$ cat config.mk
export PLATFORM = sky130hd
export DESIGN_NAME = rx_cmd_sequencer
export DESIGN_NICKNAME = d
export VERILOG_FILES = /design/src/rtl/rx_cmd_sequencer.sv
export SDC_FILE = /design/constraint.sdc
export NUM_CORES = 1
export LEC_CHECK = 0
export CAP_MARGIN = 40
export CORE_MARGIN = 2
export CORE_UTILIZATION = 45
export CTS_CLUSTER_DIAMETER = 40
export CTS_CLUSTER_SIZE = 40
export DETAILED_ROUTE_END_ITERATION = 12
export GPL_ROUTABILITY_DRIVEN = 0
export PLACE_DENSITY = 0.68
export SLEW_MARGIN = 20
export SYNTH_ARGS = -nofsm -noshare
export SYNTH_HDL_FRONTEND = slang
export SYNTH_SLANG_ARGS = --single-unit
$ cat constraint.sdc
create_clock -name clock -period 2.06 [get_ports clock]
set_input_delay 0.412 -clock clock [delete_from_list [all_inputs] [get_ports clock]]
set_output_delay 0.412 -clock clock [all_outputs]
set_load 0.005 [all_outputs]
$ cat src/rtl/rx_cmd_sequencer.sv
// rx_cmd_sequencer
//   Sits between the UART byte receiver and the LED / 7-segment outputs. Received bytes are
//   queued in a small FIFO and executed one at a time, each decoded as {opcode, data}.
//   Display updates go to the seg7 driver over a req/ack handshake that is abandoned (and
//   counted as an error) if no ack arrives within ACK_TIMEOUT cycles.
//
// Parameters
//   DEPTH        FIFO entries, power of two, 2..16
//   ACK_TIMEOUT  cycles to wait for disp_ack before abandoning a display update, >= 1
//
// Ports
//   clock       in   system clock, rising edge
//   reset_n     in   synchronous active-low reset
//   rx_valid    in   one-cycle strobe, rx_byte holds a received byte
//   rx_byte     in   received byte {opcode[7:4], data[3:0]}
//   disp_ack    in   display driver has latched disp_digit / disp_clear
//   led         out  LED register
//   disp_digit  out  digit value to display (0..9)
//   disp_clear  out  blank-display request, qualified by disp_req
//   disp_req    out  display update pending
//   busy        out  sequencer not idle, or FIFO not empty
//   overflow    out  sticky, a byte was dropped because the FIFO was full
//   err_cnt     out  saturating count of illegal opcodes, digits > 9 and ack timeouts

module rx_cmd_sequencer #(
  parameter int unsigned DEPTH       = 4,
  parameter int unsigned ACK_TIMEOUT = 255
) (
  input  logic       clock,
  input  logic       reset_n,
  input  logic       rx_valid,
  input  logic [7:0] rx_byte,
  input  logic       disp_ack,
  output logic [7:0] led,
  output logic [3:0] disp_digit,
  output logic       disp_clear,
  output logic       disp_req,
  output logic       busy,
  output logic       overflow,
  output logic [7:0] err_cnt
);

  localparam int unsigned AW = $clog2(DEPTH);
  localparam int unsigned CW = $clog2(DEPTH + 1);
  localparam int unsigned TW = $clog2(ACK_TIMEOUT + 1);

  localparam logic [CW-1:0] FullCount = CW'(DEPTH);
  localparam logic [TW-1:0] TmoLast   = TW'(ACK_TIMEOUT - 1);

  localparam logic [3:0] OpNop   = 4'h0;
  localparam logic [3:0] OpLedLo = 4'h1;
  localparam logic [3:0] OpLedHi = 4'h2;
  localparam logic [3:0] OpLedX  = 4'h3;
  localparam logic [3:0] OpShow  = 4'h4;
  localparam logic [3:0] OpBlank = 4'h5;
  localparam logic [3:0] OpIncr  = 4'h6;
  localparam logic [3:0] OpClear = 4'hF;

  typedef enum logic [1:0] {
    StIdle,
    StFetch,
    StExec,
    StWaitAck
  } state_e;

  state_e        state;
  logic [7:0]    cmd_reg;
  logic [TW-1:0] tmo_cnt;

  logic [7:0]    fifo_mem [DEPTH];
  logic [AW-1:0] wr_ptr;
  logic [AW-1:0] rd_ptr;
  logic [CW-1:0] count;
  logic          push;
  logic          pop;

  logic [3:0]    cmd_op;
  logic [3:0]    cmd_data;

  assign cmd_op   = cmd_reg[7:4];
  assign cmd_data = cmd_reg[3:0];

  function automatic logic [7:0] sat_inc(input logic [7:0] v);
    return (v == 8'hFF) ? v : v + 8'd1;
  endfunction

  // The FIFO is only ever popped from FETCH, which is entered only when it holds an entry.
  assign pop  = (state == StFetch) && (count != '0);
  // A full FIFO still accepts a byte when the head leaves on the same edge.
  assign push = rx_valid && ((count != FullCount) || pop);

  assign busy = (state != StIdle) || (count != '0);

  // ---------------------------------------------------------------------------------------
  // Byte FIFO
  // ---------------------------------------------------------------------------------------
  always_ff @(posedge clock) begin
    if (reset_n && push) begin
      fifo_mem[wr_ptr] <= rx_byte;
    end
  end

  always_ff @(posedge clock) begin
    if (!reset_n) begin
      wr_ptr   <= '0;
      rd_ptr   <= '0;
      count    <= '0;
      overflow <= 1'b0;
    end else begin
      // Pointers are AW bits wide and DEPTH is a power of two, so they wrap naturally.
      if (push) begin
        wr_ptr <= wr_ptr + AW'(1);
      end
      if (pop) begin
        rd_ptr <= rd_ptr + AW'(1);
      end
      if (push && !pop) begin
        count <= count + CW'(1);
      end else if (!push && pop) begin
        count <= count - CW'(1);
      end
      if (rx_valid && !push) begin
        overflow <= 1'b1;
      end
    end
  end

  // ---------------------------------------------------------------------------------------
  // Command sequencer
  // ---------------------------------------------------------------------------------------
  always_ff @(posedge clock) begin
    if (!reset_n) begin
      state      <= StIdle;
      cmd_reg    <= '0;
      tmo_cnt    <= '0;
      led        <= '0;
      disp_digit <= '0;
      disp_clear <= 1'b0;
      disp_req   <= 1'b0;
      err_cnt    <= '0;
    end else begin
      unique case (state)
        StIdle: begin
          if (count != '0) begin
            state <= StFetch;
          end
        end

        StFetch: begin
          cmd_reg <= fifo_mem[rd_ptr];
          state   <= StExec;
        end

        StExec: begin
          state   <= StIdle;
          tmo_cnt <= '0;
          case (cmd_op)
            OpNop: begin
            end
            OpLedLo: led[3:0] <= cmd_data;
            OpLedHi: led[7:4] <= cmd_data;
            OpLedX:  led      <= led ^ {cmd_data, cmd_data};
            OpShow: begin
              if (cmd_data > 4'd9) begin
                err_cnt <= sat_inc(err_cnt);
              end else begin
                disp_digit <= cmd_data;
                disp_clear <= 1'b0;
                disp_req   <= 1'b1;
                state      <= StWaitAck;
              end
            end
            OpBlank: begin
              disp_clear <= 1'b1;
              disp_req   <= 1'b1;
              state      <= StWaitAck;
            end
            OpIncr: begin
              disp_digit <= (disp_digit == 4'd9) ? 4'd0 : disp_digit + 4'd1;
              disp_clear <= 1'b0;
              disp_req   <= 1'b1;
              state      <= StWaitAck;
            end
            OpClear: begin
              led        <= '0;
              disp_digit <= '0;
              disp_clear <= 1'b1;
              disp_req   <= 1'b1;
              state      <= StWaitAck;
            end
            default: err_cnt <= sat_inc(err_cnt);
          endcase
        end

        StWaitAck: begin
          // An ack on the final timeout cycle still counts as a successful handshake.
          if (disp_ack) begin
            disp_req <= 1'b0;
            state    <= StIdle;
          end else if (tmo_cnt == TmoLast) begin
            disp_req <= 1'b0;
            err_cnt  <= sat_inc(err_cnt);
            state    <= StIdle;
          end else begin
            tmo_cnt <= tmo_cnt + TW'(1);
          end
        end

        default: state <= StIdle;
      endcase
    end
  end

endmodule

==> out/qor.yml, run 1 <==
status:
  run_status: "completed"
routing:
  routed_wl_um: 7160
  dr_top_layer: "met4"
  drt-wirelength-per-cell_um: 13.9
  detailroute.wirelength.met3_um: 261
  drt_drc_violations_left: 0
  first_pass_iters: 4
  routed-via-count: 2753
  dr.first_iter.drc_count: 138
  met1_length_um: 3300
  drtAntennaViolNets: 0
  route.met2.wl_um: 3560
  drt-vias-per-instance: 5.35
synth:
  number_of_flops_mapped_to_enable_cells_by_yosys: 32
  synth.top_cells.by_count: "sky130_fd_sc_hd__dfxtp_1 (48), sky130_fd_sc_hd__nand2_1 (39), sky130_fd_sc_hd__nor2_1 (37)"
  synth.cell_area_um2: 3680
  post_synth_inst_count: 353
  post-synth-top-area-fraction_pct: 26.1
  synthesis.area_per_instance_um2: 10.4
  post_synth_cell_types: 54
  synth_sequential_area_ratio_pct: 52.2
  synthFlopType: "sky130_fd_sc_hd__dfxtp_1"
  synth.top_cells.by_area: "sky130_fd_sc_hd__dfxtp_1 (26%), sky130_fd_sc_hd__edfxtp_1 (26%), sky130_fd_sc_hd__mux4_2 (4.9%)"
  synth.largest_area_cell: "sky130_fd_sc_hd__dfxtp_1"
  mappedNetlistNets: 376
  fraction_of_synthesis_flops_using_an_asynchronous_set_or_reset_pin_pct: 0
  yosys_register_bits: 80
  synth.yosys.warnings: 0
  post-synth-top-count-cell: "sky130_fd_sc_hd__dfxtp_1"
final_layout:
  flip_flop_count_of_the_largest_register_all_copies_and_words_added: 32
  seqCellArea_um2: 1920
  max_flop_register: "fifo_mem"
  multiInputGateArea_um2: 1660
  num-nets-final: 431
  flow.area_growth_from_synthesis_pct: 23.3
  fraction_of_layout_cells_with_a_size_suffix_above_1_pct: 15.5
  fillCellCount: 688
  utilization_pct: 57.8
  layoutNonFillerInstCount: 515
  n_antenna_cell: 0
sta:
  slew_headroom_pct: 63.6
  max_slew.worst_pin.slew_ps: 544
  setup_total_negative_slack_ps: 0
  rsz0062_at_grt: "yes"
  finalCritPeriodShare_pct: 97.9
  final_layout_worst_hold_slack_ps: 494
  post-route-min-period_ps: 2020
  clock_skew_ps: 12.0
  timing_max_transition_violations_final: 0
  timing.final.setup_violations: 0
  report.final.hold_viol_count: 0
  max_clock_freq_mhz: 496
critical_path:
  worstPathBufferInverterCount: 3
  crit_path_top_delay_cell: "sky130_fd_sc_hd__clkdlybuf4s50_1"
  timing.critical_path.mode_cell: "sky130_fd_sc_hd__inv_1"
  timing.critical_path.slowest_cell_delay_ps: 470
  crit_fanout: 2
  cp_data_required_time_ps: 2350
  crit_family: "buffers and inverters"
  cp-end-kind: "flop"
  critical_path.cell_chain: "clkdlybuf4s50_1 > inv_1 > a31oi_4 > ha_4 > inv_1 > fa_1 > xor2_1 > or3_1 > a21oi_2"
  cp_data_arrival_time_ps: 2310
  critical_path.startpoint_type: "primary input"
  crit_type: "primary input to flop"
global_routing:
  grt_first_pass_wirelength_um: 12000
  via_count_of_the_first_global_routing_pass: 2580
  grt_use_total_pct: 17.4
  grt_max_degree: 18
  overflow: 0
  initial_antenna_violation_count: 0
cts:
  path_clk_slew_ps: 90
  cts_buffer_count: 9
  clock_tree.buffer_depth: 2
  cts.sink_count: 80
  root_buffer: "sky130_fd_sc_hd__clkbuf_8"
  clock_tree.htree_level_count: 3
  clock_insertion_delay_worst_skew_ps: 350
  tritoncts_clock_tree: "built"
flow_run:
  cap_violations: 0
die:
  die_width_um: 94.5
  fp.dieArea_um2: 8920
  die_h_um: 94.5
  io_pins: 36
  core.rowCount: 32
  initial_core_util_pct: 46.9
  design.core.area_um2: 7850
min_path:
  hold_path.class: "flop to flop"
place:
  dpl.hpwl_um: 5230
  placed_instance_count: 498
  port_buffers: 35
power:
  leakage_power_summed_over_all_cells_uw: 0.00162
  vdd_drop_max_v: 0.000562
  power_density_nw_per_um2: 949
==> repair_timing <==
item,CTS,global route
setup endpoints to repair,1,3
buffers inserted,0,1
hold buffers,0,0
pin swaps,2,1
gates resized for setup,1,6
==> layer usage <==
layer,global-route usage (%),up-vias
li1,-,1396
met3,5.11,2
met2,28.5,54
met1,22.6,1301
met4,4.59,0
met5,0,-
==> cell families (layout without fill, tap and decap cells) <==
| kind of cell | Yosys count | count (layout) | share of synthesized area, % |
|---|---|---|---|
| AO/OA/AOI/OAI | 77 | 77 | 13.5 |
| flip-flops | 80 | 80 | 52.2 |
| adder cells (fa/ha/maj) | 11 | 11 | 3.94 |
| buffers and inverters | 29 | 89 | 3.81 |
| XOR/XNOR | 14 | 14 | 3.33 |
| multiplexers | 15 | 15 | 6.80 |
| AND/OR/NAND/NOR | 127 | 127 | 16.5 |
==> cell type report <==
class                      count  share of cell area [%]
multi-input combinational    244                    36.5
clock inverter                 7                    1.52
timing repair buffer          60                    13.0
sequential                    80                    42.4
inverter                      13                    1.07
tap                          102                    2.81
clock buffer                   9                    2.73
==> cells in the final DEF (no fill, tap or decap), types with 2 or more instances in the layout <==
cell                              Yosys  layout
sky130_fd_sc_hd__ha_1                10       9
sky130_fd_sc_hd__nor2_1              37      37
sky130_fd_sc_hd__clkdlybuf4s50_1      0      35
sky130_fd_sc_hd__mux2i_1              7       7
sky130_fd_sc_hd__xor2_1               6       6
sky130_fd_sc_hd__dfxtp_1             48      46
sky130_fd_sc_hd__edfxtp_1            32      32
sky130_fd_sc_hd__buf_4                0      21
sky130_fd_sc_hd__a211oi_1             3       3
sky130_fd_sc_hd__nand3_1             12      12
sky130_fd_sc_hd__nand2b_1             6       5
sky130_fd_sc_hd__o211ai_1             2       2
sky130_fd_sc_hd__nor3_1               4       3
sky130_fd_sc_hd__nand3b_1             3       3
sky130_fd_sc_hd__nand2_1             39      39
sky130_fd_sc_hd__a41oi_1              2       2
sky130_fd_sc_hd__o21ai_0             19      19
sky130_fd_sc_hd__inv_6                0       4
sky130_fd_sc_hd__o21ai_1              2       2
sky130_fd_sc_hd__clkbuf_8             1       9
sky130_fd_sc_hd__inv_1               12      12
sky130_fd_sc_hd__nand4_1              6       6
sky130_fd_sc_hd__dfxtp_2              0       2
sky130_fd_sc_hd__inv_8                0       3
sky130_fd_sc_hd__a31oi_1              2       2
sky130_fd_sc_hd__a2111oi_2            2       2
sky130_fd_sc_hd__xnor2_1              8       8
sky130_fd_sc_hd__and3_1              11      11
sky130_fd_sc_hd__a21oi_1             29      28
sky130_fd_sc_hd__mux4_2               8       8
sky130_fd_sc_hd__buf_12               0       4
sky130_fd_sc_hd__or3_1                2       2
==> power breakdown <==
part           internal (uW)  switching, uW  leakage (uW)  total (uW)
logic                    598            637      0.000842        1230
clock network            480            646      0.000101        1130
registers               1800            142      0.000680        1950
==> per-stage QoR <==
| step | cell area, um2 | setup WS [ps] | power (uW) |
|---|---|---|---|
| after global routing | 4540 | 4.51 | 4570 |
| final | 4540 | 44.1 | 4310 |
| after floorplan | 3710 | 7.63 | 2770 |
| after global placement | 4320 | -274 | 3120 |
| after detailed placement | 4320 | -372 | 3170 |
| after CTS | 4510 | 10.2 | 4310 |
==> worst paths after layout <==
check	startpoint	end	slack, ps	cells after the start
setup / recovery	rx_valid	count[2]	40	9
hold / removal	err_cnt[5]	err_cnt[5]	490	2
setup reg to reg	state[1]	count[2]	110	9
hold reg to reg	err_cnt[5]	err_cnt[5]	490	2
==> worst min-delay path, stage by stage (launching register included) <==
cell and delay, ps:
sky130_fd_sc_hd__dfxtp_1 340, sky130_fd_sc_hd__nand2_1 60, sky130_fd_sc_hd__mux2i_1 60
(Power assumes the default switching activity.)
==> run 2, diff against run 1 <==
- CTS_CLUSTER_SIZE: 40 -> 20
- GPL_TIMING_DRIVEN: unset -> 0
==> out/qor.yml, run 2 (synthesis gave the netlist of run 1 again) <==
status:
  run_status: "completed"
sta:
  setup_slack_after_layout_ps: 26.4  # -17.7 ps
  finalCritPeriodShare_pct: 98.7  # +0.86 points
  timing.final.setup_violations: 0  # unchanged
  max_slew.worst_pin.slew_ps: 569  # +25.0 ps
  max_clock_freq_mhz: 492  # -0.87%
  timing_max_transition_violations_final: 0  # unchanged
  post-route-min-period_ps: 2030  # +17.7 ps
  rsz0062_at_grt: "yes"
  clock_skew_ps: 12.1  # +0.103 ps
  setup_total_negative_slack_ps: 0  # unchanged
  slew_headroom_pct: 61.9  # -1.7 points
  report.final.hold_viol_count: 0  # unchanged
critical_path:
  setup.reg_to_reg.worst_slack_ps: 30  # -80 ps
  worstPathBufferInverterCount: 1  # -2
  critical_path.cell_chain: "nand2b_4 > a31oi_4 > ha_4 > inv_1 > fa_2 > xor2_1 > or3_1 > a21oi_2"
  r2r_start: "state[0]"
  critical_path.startpoint_type: "flop"
  crit_path_top_delay_cell: "sky130_fd_sc_hd__dfxtp_4"
  cp-end-kind: "flop"
  crit_type: "flop to flop"
  cp_data_required_time_ps: 2350  # about the same
  crit-reg2reg-capture: "count[2]"
  reg2regPathDepth: 8  # -1
  crit_family: "adder cells"
  cp_data_arrival_time_ps: 2320  # about the same
  timing.critical_path.slowest_cell_delay_ps: 440  # -30 ps
  crit_fanout: 10  # +8
final_layout:
  most_frequent_cells_in_the_layout: "sky130_fd_sc_hd__dfxtp_1 (43), sky130_fd_sc_hd__nand2_1 (39), sky130_fd_sc_hd__nor2_1 (36), sky130_fd_sc_hd__clkdlybuf4s50_1 (33), sky130_fd_sc_hd__edfxtp_1 (32)"
  flow.area_growth_from_synthesis_pct: 21.5
  n_antenna_cell: 0  # unchanged
  num-nets-final: 427  # -0.93%
  multiInputGateArea_um2: 1670  # +0.98%
  fraction_of_layout_cells_with_a_size_suffix_above_1_pct: 14.4  # -1.1 points
  flip_flop_count_of_the_largest_register_all_copies_and_words_added: 32  # unchanged
  fillCellCount: 698  # +1.5%
  final_common_cell: "sky130_fd_sc_hd__dfxtp_1"
  post-route-cell-area_um2: 4480  # -1.4%
  utilization_pct: 57.0  # -0.81 points
  max_flop_register: "fifo_mem"
  seqCellArea_um2: 1940  # +0.59%
place:
  port_buffers: 34  # -2.9%
  dpl.hpwl_um: 5070  # -3.0%
  place_area_um2: 4180  # -3.2%
  dp_worst_setup_slack_ps: -544  # -172 ps
die:
  fp.dieArea_um2: 8920  # unchanged
  io_pins: 36  # unchanged
  die_h_um: 94.5  # unchanged
  design.core.area_um2: 7850  # unchanged
  core.rowCount: 32  # unchanged
  die_width_um: 94.5  # unchanged
  initial_core_util_pct: 46.9  # unchanged
power:
  p_sw_uw: 1460  # +2.3%
  share_comb_of_total_power_pct: 27.3  # -1.4 points
  power_density_nw_per_um2: 994  # +4.7%
  power.sequential.fraction_pct: 45.0  # -0.2 points
  leakage_power_summed_over_all_cells_uw: 0.00159  # -1.8%
  clock_power_share_pct: 27.7  # +1.5 points
  swShare_pct: 32.8  # -0.30 points
  vdd_drop_max_v: 0.000519  # -7.5%
  cell_internal_pwr_uw: 2990  # +3.7%
  power_consumption_uw: 4450  # +3.3%
cts:
  clock_tree.htree_level_count: 3  # unchanged
  clock_insertion_delay_worst_skew_ps: 360  # about the same
  cts_buffer_count: 9  # unchanged
  tritoncts_clock_tree: "built"
  path_clk_slew_ps: 90  # about the same
  number_of_buffers_added_to_fix_hold_violations_after_cts: 0  # unchanged
  root_buffer: "sky130_fd_sc_hd__clkbuf_8"
  cts.sink_count: 80  # unchanged
  clock_tree.buffer_depth: 2  # unchanged
min_path:
  min_to: "overflow"
  hold_path.class: "primary input to flop"
  hp-start: "rx_valid"
  hold_depth: 3  # +1
routing:
  drt-vias-per-instance: 5.33  # -0.21%
  drt-wirelength-per-cell_um: 14.4  # +3.9%
  first_pass_iters: 4  # unchanged
  drt_drc_violations_left: 0  # unchanged
  routed_wl_um: 7380  # +3.1%
  drtAntennaViolNets: 0  # unchanged
  dr.first_iter.drc_count: 113  # -18%
  routed-via-count: 2726  # -0.98%
global_routing:
  grt_use_total_pct: 17.9  # +0.52 points
  overflow: 0  # unchanged
  initial_antenna_violation_count: 0  # unchanged
  grt_max_degree: 17  # -1
  via_count_of_the_first_global_routing_pass: 2640  # +2.3%
  grt_first_pass_wirelength_um: 12400  # +2.9%
flow_run:
  cap_violations: 0  # unchanged
## run 2: changes by cell type in the layout (fill, tap and decap cells not counted), moves of 2 or more
cell | before | now
sky130_fd_sc_hd__buf_4 | 21 | 8
sky130_fd_sc_hd__clkinv_4 | 0 | 2
sky130_fd_sc_hd__dfxtp_4 | 0 | 3
sky130_fd_sc_hd__buf_2 | 0 | 5
sky130_fd_sc_hd__clkdlybuf4s50_1 | 35 | 33
sky130_fd_sc_hd__inv_8 | 3 | 1
sky130_fd_sc_hd__dfxtp_1 | 46 | 43
sky130_fd_sc_hd__buf_12 | 4 | 0
sky130_fd_sc_hd__clkbuf_1 | 0 | 6
## run 2: through the flow
step                      std cells  hold WS (ps)
after floorplan                 353           465
after global placement          489           464
final                           511           398
after global routing            511           406
after detailed placement        489           478
after CTS                       506           470
## run 2: area by class of cell
class	count	area share [%]
well taps	102	2.85
plain buffers	14	1.73
clock buffers	9	2.77
flip-flops and latches	80	43.2
clock inverters	7	1.90
repair buffers	42	9.00
multi-input cells	244	37.4
inverters	13	1.09
## run 2: metal layers
metal	up-vias	wire length (um)	track usage [%]
met3	12	253	4.15
met4	0	99	6.28
met5	-	0	0
li1	1389	-	-
met1	1285	3430	22.6
met2	40	3600	30.3
## run 2: timing repair
item / 4_1_cts / 5_1_grt
endpoints found under the setup margin: 3 / 2
buffers inserted: 2 / 6
pin swaps: 0 / 5
resized for setup: 5 / 14
## run 2: worst max-delay path by stage
stage / startpoint / to / slack, ps / cells past startpoint
after CTS: count[0] / count[2] / 8 / 8
after global placement: rx_valid / count[2] / -480 / 9
after detailed placement: rx_valid / count[2] / -540 / 9
after floorplan: state[1] / count[2] / 8 / 11
final: state[0] / count[2] / 30 / 8
after global routing: count[1] / count[2] / -40 / 9
## run 2: tightest hold or removal path, delay by kind of cell
family	cells	cell delay, ps
AOI/OAI and AO/OA	1	120
buffers and inverters	1	120
and+or+nand+nor	1	70
## run 2: power groups by stage
stage | sequential, uW | combinational [uW] | clock (uW)
after floorplan | 1940 | 837 | 0
after global placement | 1960 | 1080 | 0
after detailed placement | 1970 | 1110 | 0
after CTS | 1950 | 1120 | 1260
after global routing | 2020 | 1350 | 1320
final | 2000 | 1210 | 1230
